`config.mk`:
```
export PLATFORM = sky130hd
export DESIGN_NAME = alu_min_unit
export DESIGN_NICKNAME = d
export VERILOG_FILES = /design/src/rtl/alu_min_pkg.sv /design/src/rtl/alu_min_datapath.sv /design/src/rtl/alu_min_unit.sv
export SDC_FILE = /design/constraint.sdc
export NUM_CORES = 1
export LEC_CHECK = 0
export BUFFER_PORTS_ARGS = -buffer_cell sky130_fd_sc_hd__buf_4
export CORE_ASPECT_RATIO = 2
export CORE_MARGIN = 2
export CORE_UTILIZATION = 39
export CTS_BUF_LIST = sky130_fd_sc_hd__clkbuf_8
export DETAILED_ROUTE_END_ITERATION = 7
export GPL_ROUTABILITY_DRIVEN = 0
export HOLD_SLACK_MARGIN = 0.08
export PLACE_DENSITY = 0.67
export SYNTH_ARGS = -nofsm -noshare
export SYNTH_HDL_FRONTEND = slang
export SYNTH_SLANG_ARGS = --single-unit
export TNS_END_PERCENT = 10
```
`constraint.sdc`:
```
create_clock -name clk -period 0.8 [get_ports clk]
set_input_delay 0.08 -clock clk [delete_from_list [all_inputs] [get_ports clk]]
set_output_delay 0.08 -clock clk [all_outputs]
set_load 0.005 [all_outputs]
```
`src/rtl/alu_min_pkg.sv`:
```
// ---------------------------------------------------------------------------
// alu_min_pkg
// Shared definitions for the minimal 16-bit ALU slice.
//   WIDTH     : default operand/result width
//   OP_*      : 3-bit opcode encodings understood by alu_min_datapath
//   result_t  : result word type
//   alu_out_t : bundled result plus zero/negative flags
// ---------------------------------------------------------------------------
package alu_min_pkg;

  localparam int WIDTH = 16;

  localparam logic [2:0] OP_ADD = 3'b000;
  localparam logic [2:0] OP_SUB = 3'b001;
  localparam logic [2:0] OP_INC = 3'b010;
  localparam logic [2:0] OP_NEG = 3'b011;
  localparam logic [2:0] OP_AND = 3'b100;
  localparam logic [2:0] OP_OR  = 3'b101;
  localparam logic [2:0] OP_XOR = 3'b110;
  localparam logic [2:0] OP_MIN = 3'b111;

  typedef logic [WIDTH-1:0] result_t;

  typedef struct packed {
    result_t w;
    logic    zer;
    logic    neg;
  } alu_out_t;

  // The carry/borrow input only matters for the three adder-based operations
  // that take it from the outside world; NEG drives the adder carry itself.
  function automatic logic uses_carry(input logic [2:0] op);
    return (op == OP_ADD) || (op == OP_SUB) || (op == OP_INC);
  endfunction

endpackage

```
`src/rtl/alu_min_datapath.sv`:
```
// ---------------------------------------------------------------------------
// alu_min_datapath
// Purely combinational datapath of the minimal ALU. A single WIDTH-bit adder
// is shared by ADD, SUB, INC and NEG; logic ops and signed MIN sit beside it
// and an opcode mux picks the result. Flags are computed from the selected
// result so they can be registered together with it.
// Ports:
//   a, b    in  WIDTH  operands
//   cin     in  1      carry-in (ADD/INC) or borrow-in (SUB)
//   opc     in  3      operation select (alu_min_pkg::OP_*)
//   result  out WIDTH  operation result, modulo 2^WIDTH
//   zero    out 1      result is all zeros
//   negative out 1     result MSB
// ---------------------------------------------------------------------------
module alu_min_datapath
  import alu_min_pkg::*;
#(
  parameter int WIDTH = alu_min_pkg::WIDTH
) (
  input  logic [WIDTH-1:0] a,
  input  logic [WIDTH-1:0] b,
  input  logic             cin,
  input  logic [2:0]       opc,
  output logic [WIDTH-1:0] result,
  output logic             zero,
  output logic             negative
);

  logic [WIDTH-1:0] add_a;
  logic [WIDTH-1:0] add_b;
  logic             add_cin;
  logic [WIDTH-1:0] sum;
  logic             b_less_than_a;
  logic [WIDTH-1:0] min_value;

  // Adder operand steering.
  // SUB: A - B - bin = A + ~B + 1 - bin = A + ~B + ~bin.
  // NEG: -A = ~A + 1, so the adder carry is forced and the external cin is
  // ignored. For the non-adder opcodes the steering is don't-care, so it is
  // left at the ADD setting to keep the mux small.
  always_comb begin
    add_a   = a;
    add_b   = b;
    add_cin = cin;
    case (opc)
      OP_SUB: begin
        add_b   = ~b;
        add_cin = ~cin;
      end
      OP_INC: begin
        add_b = '0;
      end
      OP_NEG: begin
        add_a   = ~a;
        add_b   = '0;
        add_cin = 1'b1;
      end
      default: begin
        add_a   = a;
        add_b   = b;
        add_cin = cin;
      end
    endcase
  end

  // Carry-out is intentionally dropped: arithmetic wraps modulo 2^WIDTH.
  assign sum = add_a + add_b + {{(WIDTH-1){1'b0}}, add_cin};

  // Strict less-than so that A wins a tie.
  assign b_less_than_a = $signed(b) < $signed(a);
  assign min_value     = b_less_than_a ? b : a;

  // Result mux; every opcode is decoded explicitly so nothing can go X.
  always_comb begin
    result = '0;
    case (opc)
      OP_ADD:  result = sum;
      OP_SUB:  result = sum;
      OP_INC:  result = sum;
      OP_NEG:  result = sum;
      OP_AND:  result = a & b;
      OP_OR:   result = a | b;
      OP_XOR:  result = a ^ b;
      OP_MIN:  result = min_value;
      default: result = '0;
    endcase
  end

  assign zero     = (result == '0);
  assign negative = result[WIDTH-1];

endmodule

```
`src/rtl/alu_min_unit.sv`:
```
// ---------------------------------------------------------------------------
// alu_min_unit
// 16-bit minimal ALU with a registered result and zero/negative flags.
// One operation is accepted every cycle; the result appears after the rising
// edge that samples the inputs. Reset clears the outputs asynchronously and
// discards any in-flight result.
// Ports:
//   clk  in  1      clock, rising edge
//   rst  in  1      asynchronous active-high reset
//   inA  in  WIDTH  operand A
//   inB  in  WIDTH  operand B
//   inc  in  1      carry-in (ADD/INC) / borrow-in (SUB)
//   opc  in  3      operation select
//   w    out WIDTH  registered result
//   zer  out 1      registered zero flag (w == 0)
//   neg  out 1      registered negative flag (w[WIDTH-1])
// ---------------------------------------------------------------------------
module alu_min_unit
  import alu_min_pkg::*;
#(
  parameter int WIDTH = alu_min_pkg::WIDTH
) (
  input  logic             clk,
  input  logic             rst,
  input  logic [WIDTH-1:0] inA,
  input  logic [WIDTH-1:0] inB,
  input  logic             inc,
  input  logic [2:0]       opc,
  output logic [WIDTH-1:0] w,
  output logic             zer,
  output logic             neg
);

  logic [WIDTH-1:0] next_result;
  logic             next_zero;
  logic             next_negative;

  alu_min_datapath #(
    .WIDTH (WIDTH)
  ) u_datapath (
    .a        (inA),
    .b        (inB),
    .cin      (inc),
    .opc      (opc),
    .result   (next_result),
    .zero     (next_zero),
    .negative (next_negative)
  );

  // Flags are registered alongside the result from the same combinational
  // source, so they can never lag w. The reset value of zer is 1 because
  // w resets to zero.
  always_ff @(posedge clk or posedge rst) begin
    if (rst) begin
      w   <= '0;
      zer <= 1'b1;
      neg <= 1'b0;
    end else begin
      w   <= next_result;
      zer <= next_zero;
      neg <= next_negative;
    end
  end

endmodule

```
* Word-level counts from Yosys, hierarchy flattened
Index checks and enable logic that the tools add are counted.
** Word-level totals
- Register bits after elaboration :: 18
- Input port bits :: 38
- Logic and storage cells :: 28
** Operators by class
- Add/sub/neg operators :: 2
- Magnitude comparators :: 1
- Equal/unequal tests :: 7
- Muxes and demuxes :: 5
- Bitwise gates (word level) :: 6
- Reductions and logical operators :: 4
** Operators with widths (count)
- one-hot mux 16 bit (5 select lines) :: 1
- 2-to-1 mux 16 bit :: 2
- NOT 16 bit :: 2
- one-hot mux 16 bit (2 select lines) :: 1
- adder 16 x 1 -> 16 bit :: 1
- adder 16 bit :: 1
- bitwise AND 16 bit :: 1
- logical NOT 16 bit :: 1
- less-than comparator 16 bit :: 1
- bitwise OR 16 bit :: 1
- bitwise XOR 16 bit :: 1
- equality test 3 bit, second input constant :: 4
- equality test 3 x 2 -> 1 bit, second input constant :: 2
- OR reduction 4 bit :: 1
- equality test 3 x 1 -> 1 bit, second input constant :: 1
- logical NOT 3 bit :: 1
- one-hot mux 1 bit (2 select lines) :: 1
- OR reduction 2 bit :: 1
- NOT 1 bit :: 1

* Depth between registers and ports, before layout
- Word-level depth :: 7
- Mapped depth :: 21
- Mapped depth without buffers :: 16

* Cells and area by module
Synthesis repeated with hierarchy kept, for this count alone.
** Second synthesis, totals
- Cells, all modules :: 416
- Area, all modules :: 3399.5 µm²
** By module, submodules not included
- alu_min_datapath :: times used 1, cells each 397, area an instance 2944.1 µm²
- alu_min_unit :: times used 1, cells each 19, area an instance 455.4 µm²

* Worst setup path after synthesis
OpenSTA, ideal clock, no wires.
- Kind :: in2reg
- Start point :: input opc[2]
- End point :: register zer
- Library setup time :: 0.068 ns
- Data arrival time :: 5.068 ns
- Slack :: -4.336 ns
- Cell stages on the path :: 20
- Cell sequence :: clkbuf_1 -> clkbuf_1 -> clkbuf_1 -> clkbuf_1 -> nand3b_1 -> clkbuf_1 -> xnor2_1 -> fa_1 -> fa_1 -> a21oi_1 -> o21ai_0 -> a21boi_0 -> o31ai_1 -> a21o_1 -> a21o_1 -> xor2_1 -> o32a_1 -> or3b_2 -> or4_1 -> nor2_1
** Between the ends
- Word-level cells in the longest chain between the ends :: 7
- Elaborated cells on any way between the ends :: 17
- Classes of those cells :: 2 x add/sub; 7 x eq/ne; 4 x mux; 4 x reduce/logical
** Ends and longest elaborated chain
- from (decl) :: line alu_min_unit.sv:28 : input logic [2:0] opc,
- equality test 3 x 2 -> 1 bit :: line alu_min_datapath.sv:45, alu_min_datapath.sv:76
- OR reduction 2 bit (no source line)
- one-hot mux 16 bit (2 select lines) :: line alu_min_datapath.sv:45 : case (opc)
- adder 16 bit :: line alu_min_datapath.sv:67 : assign sum = add_a + add_b + {{(WIDTH-1){1'b0}}, add_cin};
- adder 16 x 1 -> 16 bit :: line alu_min_datapath.sv:67
- one-hot mux 16 bit (5 select lines) (*) :: line alu_min_datapath.sv:76 : case (opc)
- named net next_result[12] :: line alu_min_unit.sv:34 : logic [WIDTH-1:0] next_result;
- logical NOT 16 bit (*) :: line alu_min_datapath.sv:89 : assign zero = (result == '0);
- named net next_zero :: line alu_min_unit.sv:35 : logic next_zero;
- to (signal assigned) :: line alu_min_unit.sv:60 : zer <= next_zero;
- to (decl) :: line alu_min_unit.sv:30 : output logic zer,
Mark *: on every way through the listed nets, which the timed path passes. The rest lies on a longest branch.

* Final worst setup path
- Start point :: input inB[11]
- End point :: register zer
** Between the ends
- Elaborated cells on any way between the ends :: 11
- Classes of those cells :: 2 x add/sub; 1 x order compare; 3 x mux; 4 x bitwise; 1 x reduce/logical
** RTL lines
- from (decl) :: line alu_min_unit.sv:26 : input logic [WIDTH-1:0] inB,
- less-than comparator 16 bit :: line alu_min_datapath.sv:70 : assign b_less_than_a = $signed(b) < $signed(a);
- 2-to-1 mux 16 bit :: line alu_min_datapath.sv:71 : assign min_value = b_less_than_a ? b : a;
- one-hot mux 16 bit (5 select lines) :: line alu_min_datapath.sv:76
- named net next_result[1] :: line alu_min_unit.sv:34
- logical NOT 16 bit :: line alu_min_datapath.sv:89
- named net next_zero :: line alu_min_unit.sv:35
The timed path passes the listed nets, and every way through them passes these cells.

==> reports/results.txt <==
Initial Util = 0.402
Count of max-cap constraint violations = 0
Initial antenna violation count = 0
Htree depth = 1
Number of setup violations in the final report = 31
Critical Path End Type = flop
Core area = 8290 sq um
Final WS setup = -2660 ps
DRC Markers = 0
Final hold slack = 316 ps
RSZ-0062 raised after global routing = yes
Number of global-route vias before repair = 4210
P&R area growth vs syn = 66.5%
Max-slew violations = 0
Pin count of the biggest net entering global routing = 48
Util after Layout = 0.669
IO buf count = 55
FF+latch count, synth = 17
Mapped Area = 3330 sq um
Total GRT Usage = 0.251
Most frequent cells in the layout = buf_4, ha_1, inv_1
Nets = 714
Cell breakdown of the critical path = buf_4 -> inv_1 -> ha_4 -> nor4_4 -> buf_4 -> nand4_2 -> a21oi_2 -> or2_4 -> buf_4 -> o21a_4 -> buf_4 -> o21ai_1 -> a31oi_2 -> or4_1 -> or4b_1 -> or4_4 -> nor2_4
Worst path slowest cell = or4_4
Final period utilization = 4.32
Critical-path maximum fanout = 6
Antenna Nets Post-Route = 0
Power per Cell Area = 1110 nW/um^2
Worst Path Class, Setup = in -> reg
TritonCTS clock tree = yes
Largest family of logic cells by synthesized area = adder cells
CP required = 980 ps
Total power = 0.00618 W
Hold Startpoint = inA[7]
DP Worst Slack = -3220 ps
Root buf cell = clkbuf_8
Hold EP = w[7]
Cell variety after synth = 54
Slew Limit Headroom = 0.644
Starting DRT DRC Count = 170
Antenna diodes = 0
Compound-Gate Fraction of Synth Area = 0.223
Adder-Cell Fraction of Synth Area = 0.245
Share of post-route cells with drive strength above 1 = 0.502
Synth warn = 0
Post-synthesis cell count = 413
Post-Synth Simple-Gate Area = 0.135
Tightest Pin Transition = 530 ps
CP startpoint kind = input pin
Sinks on Clock Net = 17
CTS Buf Count = 3
Post-synth EDFFs = 0
XOR/XNOR Fraction of Synth Area = 0.0736
Drt via density = 5.48
Sequential-to-total area share from yosys stat = 0.128
WL final = 11900 um
P_leak = 2.78 nW
Fin crit period = 3460 ps
Die X = 69.3 um
Hold Violations, Final = 0
Synth Flop Type = dfrtp_1
Hold crit path type = in -> reg
Main area contributors after synthesis = ha_1, dfrtp_1, mux2i_1, xnor2_1, inv_1
First-pass GRT wire length = 19200 um
GR Overflow Total = 0
CP delay by family, top = simple AND/OR/NAND/NOR gates
Top Ports = 56
Status = complete, but fails checks
Fmax = 289 MHz
Most common cell after layout, fill and taps aside = buf_4
Hold depth = 4
Placement Rows = 47
Die Ht = 135 um
Peak supply drop = 0.000461 V
Post-synth ARST share = 1.00
Crit-path most repeated cell = buf_4
Die area = 9340 sq um
Average size of a mapped cell = 8.06 sq um
Yosys top cell area share = 0.233
Clk buf depth = 2
DR pass1 iterations = 4
Syn_nets = 515
Yosys top cell by area = ha_1
Worst-path clk slew = 60 ps
Detailed-route via count = 3888
Drt wl/cell = 16.7 um
Largest stage delay, worst path = 540 ps
DP Wirelength = 9260 um
Bufs and invs on worst path = 5
Data arrival time of the worst path = 3640 ps
Multiplexer share of the synthesized area = 0.110
Failing checks = negative setup slack
==> layer usage <==
metal / global-route usage / vias up / part of all wire
met1: 0.240 / 1883 / 0.34
met2: 0.501 / 116 / 0.57
met5: 0 / - / 0
met4: 0.136 / 0 / 0.047
met3: 0.0328 / 39 / 0.044
li1: - / 1850 / -
==> Yosys cell counts (12+ instances only) <==
cell	n
a21oi_1	22
clkbuf_1	16
dfrtp_1	16
ha_1	62
inv_1	48
mux2_2	12
mux2i_1	21
nand2_1	27
nand3_1	12
nor2_1	20
o21ai_0	31
xnor2_1	23
==> where the power goes <==
group	leakage (nW)	total, W	internal [W]	switching (W)
registers	0.201	0.00111	0.00103	0.0000765
clock network	0.0269	0.000593	0.000339	0.000254
logic	2.56	0.00448	0.00244	0.00204
total	2.78	0.00618	0.00381	0.00237
==> sequential cells by signal (all words and copies together) (netlist names) <==
signal / flops
w: 15
neg: 1
zer: 1
==> final cells by class <==
class	instances	area (sq um)
Multi-Input combinational cell	326	3040
Fill cell	659	2750
Timing Repair Buffer	216	1730
Sequential cell	17	427
Inverter	48	180
Tap cell	98	123
Clock buffer	3	41.3
Clock inverter	1	3.75
==> worst max path at each step <==
stage          startpoint  endpoint  depth (start not counted)
2_1_floorplan      opc[2]       zer                         20
3_3_place_gp       opc[2]       zer                         16
3_5_place_dp       opc[2]       zer                         16
4_1_cts            opc[2]       zer                         16
5_1_grt           inB[11]       zer                         16
6_report          inB[11]       zer                         17
==> metrics by stage <==
stage / instance area (sq um) / setup TNS [ps] / cells
floorplan: 3420 / -37160 / 413
global placement: 4890 / -35480 / 689
detailed placement: 4890 / -36520 / 689
CTS: 5300 / -28370 / 703
global route: 5540 / -30150 / 709
finish: 5540 / -28000 / 709
==> what timing repair did <==
| item | 4_1_cts | 5_1_grt |
|---|---|---|
| setup endpoints to repair | 35 | 35 |
| cloned | 0 | 0 |
| buffers inserted | 11 | 8 |
| hold endpoints to repair | 17 | 0 |
| hold buffers | 1 | 0 |
| resized for setup | 64 | 34 |
| pin swaps | 36 | 30 |
==> kinds of logic after synthesis <==
family,after synthesis
DFF,17
buffers and inverters,70
and+or+nand+nor,85
adders and majority gates,64
xor gates and xnor gates,28
AOI/OAI and AO/OA,115
muxes,34
No activity file was read; power rests on OpenSTA's default activity.
